[src/rtl/mem_bus_arbiter.sv]
// mem_bus_arbiter: shares one memory bus between the fetch and load/store ports.
// Optional feature macro: MEM_BUS_TIMEOUT_EN (waitrequest timeout with bus_err).
`default_nettype none

module mem_bus_arbiter #(
  parameter int ADDR_W         = 32,
  parameter int DATA_W         = 32,
  parameter int TIMEOUT_CYCLES = 255
) (
  input  logic                clk,
  input  logic                reset,
  input  logic                if_req,
  input  logic [ADDR_W-1:0]   if_addr,
  output logic [DATA_W-1:0]   if_rdata,
  output logic                if_done,
  input  logic                d_req,
  input  logic                d_we,
  input  logic [ADDR_W-1:0]   d_addr,
  input  logic [DATA_W-1:0]   d_wdata,
  input  logic [DATA_W/8-1:0] d_be,
  output logic [DATA_W-1:0]   d_rdata,
  output logic                d_done,
  output logic                busy,
  output logic                bus_err,
  output logic [ADDR_W-1:0]   address,
  output logic                read,
  output logic                write,
  output logic [DATA_W-1:0]   writedata,
  output logic [DATA_W/8-1:0] byteenable,
  input  logic                waitrequest,
  input  logic [DATA_W-1:0]   readdata
);

  typedef enum logic [1:0] {
    IDLE    = 2'd0,
    RD_REQ  = 2'd1,
    RD_DATA = 2'd2,
    WR_REQ  = 2'd3
  } state_t;

  state_t state;
  logic   grant_data;

  // Fetches are always word aligned, so the low address bits never reach the bus.
  logic unused_if_addr_bits;
  assign unused_if_addr_bits = ^if_addr[1:0];

  assign busy = (state != IDLE);

`ifdef MEM_BUS_TIMEOUT_EN
  localparam int CNT_W = ($clog2(TIMEOUT_CYCLES + 1) > 8) ? $clog2(TIMEOUT_CYCLES + 1) : 8;
  localparam logic [CNT_W-1:0] LAST_WAIT = CNT_W'(TIMEOUT_CYCLES - 1);
  logic [CNT_W-1:0] wait_cnt;
  logic             timed_out;
  assign timed_out = waitrequest && (wait_cnt == LAST_WAIT);
`else
  logic unused_timeout_param;
  assign unused_timeout_param = (TIMEOUT_CYCLES != 0);
  assign bus_err = 1'b0;
`endif

  always_ff @(posedge clk or posedge reset) begin
    if (reset) begin
      state      <= IDLE;
      grant_data <= 1'b0;
      if_rdata   <= '0;
      d_rdata    <= '0;
      if_done    <= 1'b0;
      d_done     <= 1'b0;
      address    <= '0;
      read       <= 1'b0;
      write      <= 1'b0;
      writedata  <= '0;
      byteenable <= '0;
`ifdef MEM_BUS_TIMEOUT_EN
      wait_cnt   <= '0;
      bus_err    <= 1'b0;
`endif
    end else begin
      if_done <= 1'b0;
      d_done  <= 1'b0;
`ifdef MEM_BUS_TIMEOUT_EN
      bus_err <= 1'b0;
`endif
      case (state)
        IDLE: begin
`ifdef MEM_BUS_TIMEOUT_EN
          wait_cnt <= '0;
`endif
          // A port still showing its done pulse is not re-granted on this edge.
          if (d_req && !d_done) begin
            grant_data <= 1'b1;
            address    <= d_addr;
            writedata  <= d_wdata;
            byteenable <= d_be;
            if (d_we) begin
              write <= 1'b1;
              state <= WR_REQ;
            end else begin
              read  <= 1'b1;
              state <= RD_REQ;
            end
          end else if (if_req && !if_done) begin
            grant_data <= 1'b0;
            address    <= {if_addr[ADDR_W-1:2], 2'b00};
            writedata  <= '0;
            byteenable <= '1;
            read       <= 1'b1;
            state      <= RD_REQ;
          end
        end

        RD_REQ: begin
          if (!waitrequest) begin
            read  <= 1'b0;
            state <= RD_DATA;
          end
`ifdef MEM_BUS_TIMEOUT_EN
          else if (timed_out) begin
            read    <= 1'b0;
            bus_err <= 1'b1;
            state   <= IDLE;
            if (grant_data) begin
              d_rdata <= '0;
              d_done  <= 1'b1;
            end else begin
              if_rdata <= '0;
              if_done  <= 1'b1;
            end
          end else begin
            wait_cnt <= wait_cnt + 1'b1;
          end
`endif
        end

        RD_DATA: begin
          state <= IDLE;
          if (grant_data) begin
            d_rdata <= readdata;
            d_done  <= 1'b1;
          end else begin
            if_rdata <= readdata;
            if_done  <= 1'b1;
          end
        end

        WR_REQ: begin
          if (!waitrequest) begin
            write  <= 1'b0;
            d_done <= 1'b1;
            state  <= IDLE;
          end
`ifdef MEM_BUS_TIMEOUT_EN
          else if (timed_out) begin
            write   <= 1'b0;
            d_done  <= 1'b1;
            bus_err <= 1'b1;
            state   <= IDLE;
          end else begin
            wait_cnt <= wait_cnt + 1'b1;
          end
`endif
        end

        default: state <= IDLE;
      endcase
    end
  end

  a_strobe_exclusive : assert property (@(posedge clk) disable iff (reset) !(read && write));

`ifndef MEM_BUS_TIMEOUT_EN
  // Without the timeout a stalled strobe and its qualifiers must not move.
  a_read_stable : assert property (@(posedge clk) disable iff (reset)
    (read && waitrequest) |=> (read && $stable(address) && $stable(byteenable)));
  a_write_stable : assert property (@(posedge clk) disable iff (reset)
    (write && waitrequest) |=> (write && $stable(address) && $stable(writedata) && $stable(byteenable)));
`endif

endmodule

`default_nettype wire

[config.mk]
export PLATFORM = sky130hd
export DESIGN_NAME = mem_bus_arbiter
export DESIGN_NICKNAME = d
export VERILOG_FILES = /design/src/rtl/mem_bus_arbiter.sv
export SDC_FILE = /design/constraint.sdc
export NUM_CORES = 1
export LEC_CHECK = 0
export ABC_CLOCK_PERIOD_IN_PS = 6500
export CAP_MARGIN = 25
export CORE_ASPECT_RATIO = 1.5
export CORE_MARGIN = 4
export CORE_UTILIZATION = 23
export DETAILED_ROUTE_END_ITERATION = 6
export HOLD_SLACK_MARGIN = 0.08
export SETUP_SLACK_MARGIN = 0.05
export SYNTH_ARGS = -nofsm -noshare
export SYNTH_HDL_FRONTEND = slang
export SYNTH_SLANG_ARGS = --single-unit
export TNS_END_PERCENT = 50
[constraint.sdc]
create_clock -name clk -period 6.5 [get_ports clk]
set_clock_uncertainty 0.15 [all_clocks]
set_input_delay 1.3 -clock clk [delete_from_list [all_inputs] [get_ports clk]]
set_output_delay 1.3 -clock clk [all_outputs]
set_load 0.01 [all_outputs]
### Yosys cells after proc, flatten, opt, wreduce, memory -nomap -nowiden

Cells that the tools add are included.

| word-level totals | value |
|---|---|
| register bits after elaboration | 139 |
| latch bits | 0 |
| bits in writable memories | 0 |
| bits in read-only memories | 0 |
| bits of input ports | 138 |
| output and inout port bits | 138 |
| word-level logic and storage cells | 63 |
| memories | 0 |

| operators by class | value |
|---|---|
| add/sub/neg operators | 0 |
| multipliers | 0 |
| divide/modulo/power cells | 0 |
| magnitude comparators | 0 |
| eq/ne operators | 9 |
| shift operators | 0 |
| muxes and demuxes | 27 |
| bitwise gates (word level) | 1 |
| reduce and logical (&&, ||, !) cells | 15 |

Operators by type and width:

| kind | count |
|---|---|
| $mux W32 | 4 |
| $mux W1 | 12 |
| $mux W2 | 5 |
| $mux W4 | 2 |
| $ne A2 B2 Y1 const B | 4 |
| $pmux W2 S4 | 1 |
| $reduce_and A4 Y1 | 2 |
| $reduce_bool A2 Y1 | 4 |
| $ne A3 B3 Y1 const B | 2 |
| $pmux W1 S2 | 3 |
| $reduce_and A2 Y1 | 3 |
| $eq A2 B2 Y1 const B | 2 |
| $reduce_and A3 Y1 | 1 |
| $eq A2 B1 Y1 const B | 1 |
| $logic_and A1 B1 Y1 | 2 |
| $logic_not A1 Y1 | 2 |
| $logic_not A2 Y1 | 1 |
| $not A1 Y1 | 1 |

### Depth between registers and ports, before layout

Gate-level depths: netlist of run 1.

| logic depth | value |
|---|---|
| depth in word-level cells | 5 |
| mapped depth | 6 |
| mapped depth without buffers | 3 |

### Worst setup path after synthesis of run 1

Ideal clock, no wire load.

| path | value |
|---|---|
| kind | input -> register |
| from | input d_req |
| to | register address[2] |
| library setup time | 0.125 ns |
| arrival | 2.374 ns |
| required time | 6.225 ns |
| slack | 3.851 ns |
| cell stages on the path | 4 |
| buffers on the path | 1 |
| cell sequence | nand2b_1 > clkbuf_1 > mux2_2 > mux2_2 |

| on the way | value |
|---|---|
| longest elaborated chain between the ends | 3 |
| elaborated cells between the ends (all ways) | 4 |
| classes of those cells | 1 x mux; 3 x reduce/logical |

RTL lines:

| item | line | source |
|---|---|---|
| start: declaration | 16 | `input logic d_req,` |
| $logic_and A1 B1 Y1 (*) | 91 | `if (d_req && !d_done) begin` |
| $reduce_bool A2 Y1 (no line) | -- |  |
| $reduce_and A2 Y1 (no line) | -- |  |
| end signal: assignment | 93 | `address <= d_addr;` |
| end signal: assignment | 105 | `address <= {if_addr[ADDR_W-1:2], 2'b00};` |
| end: declaration | 25 | `output logic [ADDR_W-1:0] address,` |

Mark *: on every way between the ends. The rest lies on a longest branch, timed or not.
A chain may end at the register's enable or synchronous reset.

### Worst setup path after layout of run 1

| path | value |
|---|---|
| from | register state[0] |
| to | output busy |

| on the way | value |
|---|---|
| longest elaborated chain between the ends | 1 |

RTL lines:

| item | line | source |
|---|---|---|
| start: declaration | 41 | `state_t state;` |
| start signal: assignment | 64 | `state <= IDLE;` |
| start signal: assignment | 98 | `state <= WR_REQ;` |
| start signal: assignment | 101 | `state <= RD_REQ;` |
| $reduce_bool A2 Y1 | 48 | `assign busy = (state != IDLE);` |
| end: declaration | 23 | `output logic busy,` |

Every way passes these cells.

==> results.md, run 1 <==
* Area of the die at approximately 0.027 sq mm
* Fmax at slightly above 300 MHz
* Period minus WS final at roughly 3.3 ns
* Reg2reg setup slack at 4.35 ns
* Primary FF master, synth: dfrtp_1
* Area Growth Syn to Fin at 64.5%
* Pre-CTS WS at between 3 and 4 ns
* Crit. Startpoint: state[0]
* Peak supply drop at around 0.23 mV
* Post-CTS Resized at 0
* Slowest CP cell: clkdlybuf4s50_1
* Drt total wl at 16.9 mm
* CP startpoint kind: flip-flop
* Global route overflow at 0
* Synth area leader: dfrtp_1
* Crit-path max cell delay at between 0.5 and 0.6 ns
* WHS at 0.352 ns
* Worst-path fanout max at 9
* Vias per cell at ~4.2
* Synth cell count leaders: dfrtp_1 (139), mux2_2 (94), a22o_1 (35), mux2_4 (30), clkbuf_1 (7)
* Arrival time at the worst endpoint at approximately 1.8 ns
* Setup WS post-layout at roughly 3.2 ns
* Die width at approximately 140 um
* Top-count cell post-synth: dfrtp_1
* Root Driver: clkbuf_16
* Vias at slightly above 4,000
* Initial drt markers at around 120
* Post-synth EDFFs at 0
* Synth warn at 0
* # Max-Cap Violations at 0
* Row cnt at 70
* Leakage at between 3 and 4 nW
* Routed wl met2 at approximately 8.8 mm
* Syn Inst Count at roughly 350
* Final Wtd Congestion at between 0.7 and 0.8
* Drt wl/cell at roughly 17 um
* CP required at approximately 5.1 ns
* Post-CTS Hold Buffers at 0
* Max layer used: met5
* Max Slew Vio Count at 0
* Seq/Total Area, Yosys at between 60% and 70%
* Yosys reg bits at approximately 140
* Final setup fails at 0
* CTS clock-pin slew for the worst setup and hold paths at 0.06 ns
* Wl on met1 at roughly 5.8 mm
* Layout cell share with drive strength beyond 1 at between 20 and 30%
* Top post-synthesis cells by area: dfrtp_1 (62%), mux2_2 (19%), mux2_4 (8.0%)
* Cts bufs inserted at 17
* Crit-path cells: nor2_1 > inv_1 > clkdlybuf4s50_1
* I/O pin cnt at ~280
* Largest net degree at the start of global routing at about 90
* Vias in the first global route at 4,627
* Syn Area/Cell at approximately 16 sq um
* Worst path depth at 3
* Initial core utilization at between 20 and 25%
* Worst flop-to-flop path endpoint: d_rdata[12]
* # port buffers at approximately 270
* Setup Buffers After CTS at 0
* Post-synth net total at 490
* Final hold violations at 0
* H-tree depth at 4
* DRC violation count after routing at 0
* Worst setup path endpoint: busy
* DPL Wire Length at roughly 13 mm
* Clock Latency Late Sink at around 0.42 ns
* Netlist cell types at 29
* Element type at the critical path end: output pin
* Routed wl met3 at between 1.5 and 2 mm
* Setup TNS Final at 0 ns
* Initial antenna violation count at 3
* Yosys top cell area share at between 60 and 70%
* Slew margin rel. at around 42%
* Post-route clock period utilization at around 50%
* RSZ-0062 raised after global routing: false
* TritonCTS clock tree: done
* DR pass1 iterations at 4
* Post-Synthesis Cell Area at 0.00565 sq mm
* Crit path kind: reg -> out
* Clk buf depth at 2
* Tightest Hold Check Type: reg -> reg
* Tightest Pin Transition at 0.868 ns
* Reg2reg path depth at 4
* Asr flop ratio synth at between 90% and 100%
* Clk sinks at between 100 and 150
* Gr usage total at around 12%
* RR Startpoint: state[1]
* Status: completed
* Die Y at about 200 um
* Global-route wire length before repair at ~26 mm
* Top delay family on crit path: buffers and inverters
* Placement Cell Area at 0.00871 sq mm
* Antenna-violating nets left at 0
* Core box area at approximately 0.024 sq mm
* Nets at approximately 770
* Bufs and invs on worst path at 2
* Fin area at 0.00930 sq mm
* PwrDens at 494 mW/mm^2
[worst register-to-register path: stages (launching register included)]
cell	delay [ns]
dfrtp_1	0.50
inv_2	0.11
or3_2	0.68
buf_12	0.27
mux2_4	0.33
[state kept, by name, summed over array words and instances, names as in the netlist, 2 cells and up]
register	cells
writedata	32
byteenable	4
d_rdata	32
state	2
if_rdata	32
address	32
[layout make-up]
cell class | instances | area (sq um)
Clock inverter | 7 | 115
Tap cell | 324 | 405
Sequential cell | 139 | 3480
Antenna cell | 1 | 2.50
Inverter | 5 | 23.8
Timing Repair Buffer | 279 | 2790
Clock buffer | 24 | 472
Fill cell | 2356 | 15000
Multi-Input combinational cell | 186 | 2010
[stage by stage]
| step | util, % | std cells | power, mW |
|---|---|---|---|
| floorplan | - | 352 | 2.52 |
| global placement | 35.7 | 932 | 3.61 |
| detailed placement | 35.8 | 933 | 3.67 |
| CTS | 38.2 | 964 | 4.68 |
| global route | 38.2 | 965 | 4.87 |
| finish | 38.2 | 965 | 4.59 |
[layer usage]
metal  vias up  global-route usage [%]
li1       1829                       -
met1      2009                    12.2
met2       186                    21.7
met3        34                    5.87
met4         4                    5.45
met5         -                       0
[cell families (layout without fill, tap and decap cells)]
logic type	count (synthesis)	in the layout	share of synthesized area, %
DFF	139	139	61.5
other	1	2	0.0663
buffers and inverters	27	315	3.16
AOI/OAI and AO/OA	47	47	6.97
and+or+nand+nor	12	12	1.26
xor gates and xnor gates	1	1	0.155
muxes	125	125	26.9
[how the worst min path moves through the flow]
| stage | start | end | cells past startpoint |
|---|---|---|---|
| floorplan | address[0] | address[0] | 1 |
| global placement | writedata[24] | writedata[24] | 1 |
| detailed placement | writedata[24] | writedata[24] | 1 |
| CTS | if_rdata[7] | if_rdata[7] | 1 |
| global route | if_rdata[7] | if_rdata[7] | 1 |
| finish | writedata[15] | writedata[15] | 1 |
[cell usage in the layout (no fill, tap or decap), types with 2 or more instances in the layout]
cell type        netlist  layout
clkdlybuf4s50_1        0     272
dfrtp_1              139     139
mux2_2                94      94
a22o_1                35      35
mux2_4                30      30
clkbuf_16              0      17
buf_4                  4       6
clkbuf_1               7       5
nand2_1                4       4
o22a_1                 4       4
inv_1                  4       3
o21ai_0                3       3
bufinv_16              0       3
nor2b_1                2       2
nor3_4                 0       2
clkbuf_8               0       2
clkinvlp_4             0       2
clkinv_2               0       2
[where the power goes]
group / internal, mW / total, mW / switching, mW
clock: 0.620 / 0.972 / 0.352
sequential: 1.29 / 1.53 / 0.244
combinational: 1.30 / 2.09 / 0.792
No activity file was read; power rests on OpenSTA's default activity.
==> run 2: changes to the inputs <==
ABC_CLOCK_PERIOD_IN_PS = 3400   (was 6500)
clock period = 3.4 ns   (was 6.5 ns; I/O delays follow)
==> results.md, run 2 (synthesis results as in run 1) <==
* Leakage at 3.92 nW
* DPL Wire Length at around 12 mm
* PwrDens at 945 mW/mm^2
* Most common cell after layout, fill and taps aside: clkdlybuf4s50_1
* Nets at 767
* Placement Cell Area at around 0.0087 sq mm
* Worst setup path endpoint: busy
* Initial drt markers at 77
* Post-route clock period utilization at between 70% and 80%
* Fill cells at ~2,300
* Fmax at 371 MHz
* RR Startpoint: state[1]
* Drt total wl at between 15 and 20 mm
* DR pass1 iterations at 4
* I/O pin cnt at roughly 280
* Fin area at 0.00934 sq mm
* Die Y at 200 um
* Arrival time at the worst endpoint at 1.87 ns
* Drt wl/cell at approximately 17 um
* Crit path kind: reg -> out
* Global route overflow at 0
* Final Non-Filler Cells at between 900 and 1,000
* Commonest non-fill, non-tap cells in the layout: clkdlybuf4s50_1 (272), dfrtp_1 (139), mux2_2 (94)
* Vias in the first global route at about 4,600
* Worst flop-to-flop path endpoint: d_rdata[5]
* Clock Latency Late Sink at 0.41 ns
* Vias at ~4,100
* Antenna-violating nets left at 0
* Element type at the critical path end: output pin
* Cts bufs inserted at 17
* CP required at 2.57 ns
* Post-CTS Resized at 0
* Final hold violations at 0
* Post-CTS Hold Buffers at 0
* Tightest Pin Transition at ~0.57 ns
* CTS clock-pin slew for the worst setup and hold paths at ~0.06 ns
* Global-route wire length before repair at around 26 mm
* Core box area at between 0.02 and 0.025 sq mm
* Area of the die at roughly 0.027 sq mm
* Status: completed
* Initial antenna violation count at 0
* Cell total after placement at about 930
* Largest net degree at the start of global routing at between 100 and 150
* Max Slew Vio Count at 0
* Crit. Startpoint: state[0]
* Worst-path fanout max at 9
* Row cnt at 70
* Reg2reg path depth at 4
* Layout cell share with drive strength beyond 1 at a little over a quarter
* Vias per cell at 4.22
* Period minus WS final at between 2 and 3 ns
* Setup TNS Final at 0 ns
* # port buffers at ~270
* TritonCTS clock tree: done
* CP startpoint kind: flip-flop
* Die width at 136 um
* Area Growth Syn to Fin at 65.2%
* RSZ-0062 raised after global routing: false
* Gr usage total at between 10% and 20%
* Peak supply drop at around 0.45 mV
* Ant. Diodes at 0
* Clk buf depth at 2
* DRC violation count after routing at 0
* # Max-Cap Violations at 0
* Power, Total at a little under 9 mW
* Final Wtd Congestion at 0.756
* H-tree depth at 4
* Setup Buffers After CTS at 0
* Final setup fails at 0
* Reg2reg setup slack at about 1.3 ns
* Root Driver: clkbuf_16
* Clk sinks at around 140
* Initial core utilization at between 20% and 30%
* Slew margin rel. at roughly three fifths
* Tightest Hold Check Type: reg -> reg
## run 2: cell count changes in the layout (fill, tap and decap cells not counted)
cell        previous run  this run
clkbuf_1               5         2
buf_12                 1         3
clkinv_4               0         4
clkinvlp_4             2         3
inv_6                  1         2
buf_4                  6         5
clkbuf_8               2         0
diode_2                1         0
## run 2: cell type report
cell class,count,area [sq um],share of cell area [%]
inverters,5,22.5,0.241
well taps,324,405,4.34
flip-flops and latches,139,3480,37.2
multi-input cells,186,2010,21.6
clock inverters,13,168,1.79
clock buffers,19,433,4.63
repair buffers,280,2820,30.2
## run 2: worst max-delay path, stage by stage (launching register included)
cell	delay, ns
dfrtp_1	0.52
nor2_1	0.32
inv_1	0.09
clkdlybuf4s50_1	0.52
## run 2: worst min path at each step
stage / from / endpoint / slack (ns) / cells past startpoint
2_1_floorplan: address[0] / address[0] / 0.39 / 1
3_3_place_gp: writedata[17] / writedata[17] / 0.34 / 1
3_5_place_dp: writedata[3] / writedata[3] / 0.34 / 1
4_1_cts: address[24] / address[24] / 0.36 / 1
5_1_grt: address[30] / address[30] / 0.37 / 1
6_report: address[30] / address[30] / 0.35 / 1
## run 2: metal layers
metal | share of wire [%] | GRT usage, % | up-vias
li1 | - | - | 1836
met4 | 2.7 | 5.86 | 0
met2 | 54 | 22.2 | 175
met3 | 8.3 | 4.76 | 26
met1 | 35 | 12.5 | 2036
met5 | 0 | 0 | -
## run 2: power breakdown
| group | switching [mW] | leakage, nW | internal [mW] |
|---|---|---|---|
| sequential | 0.458 | 1.67 | 2.46 |
| clock | 0.743 | 0.288 | 1.16 |
| combinational | 1.51 | 1.96 | 2.50 |
## run 2: through the flow
stage	util, %	hold slack [ns]	worst slack, ns
finish	38.4	0.352	0.703
global route	38.4	0.367	0.563
CTS	38.4	0.358	0.670
detailed placement	35.9	0.341	0.709
global placement	35.8	0.339	0.735
floorplan	-	0.394	0.835
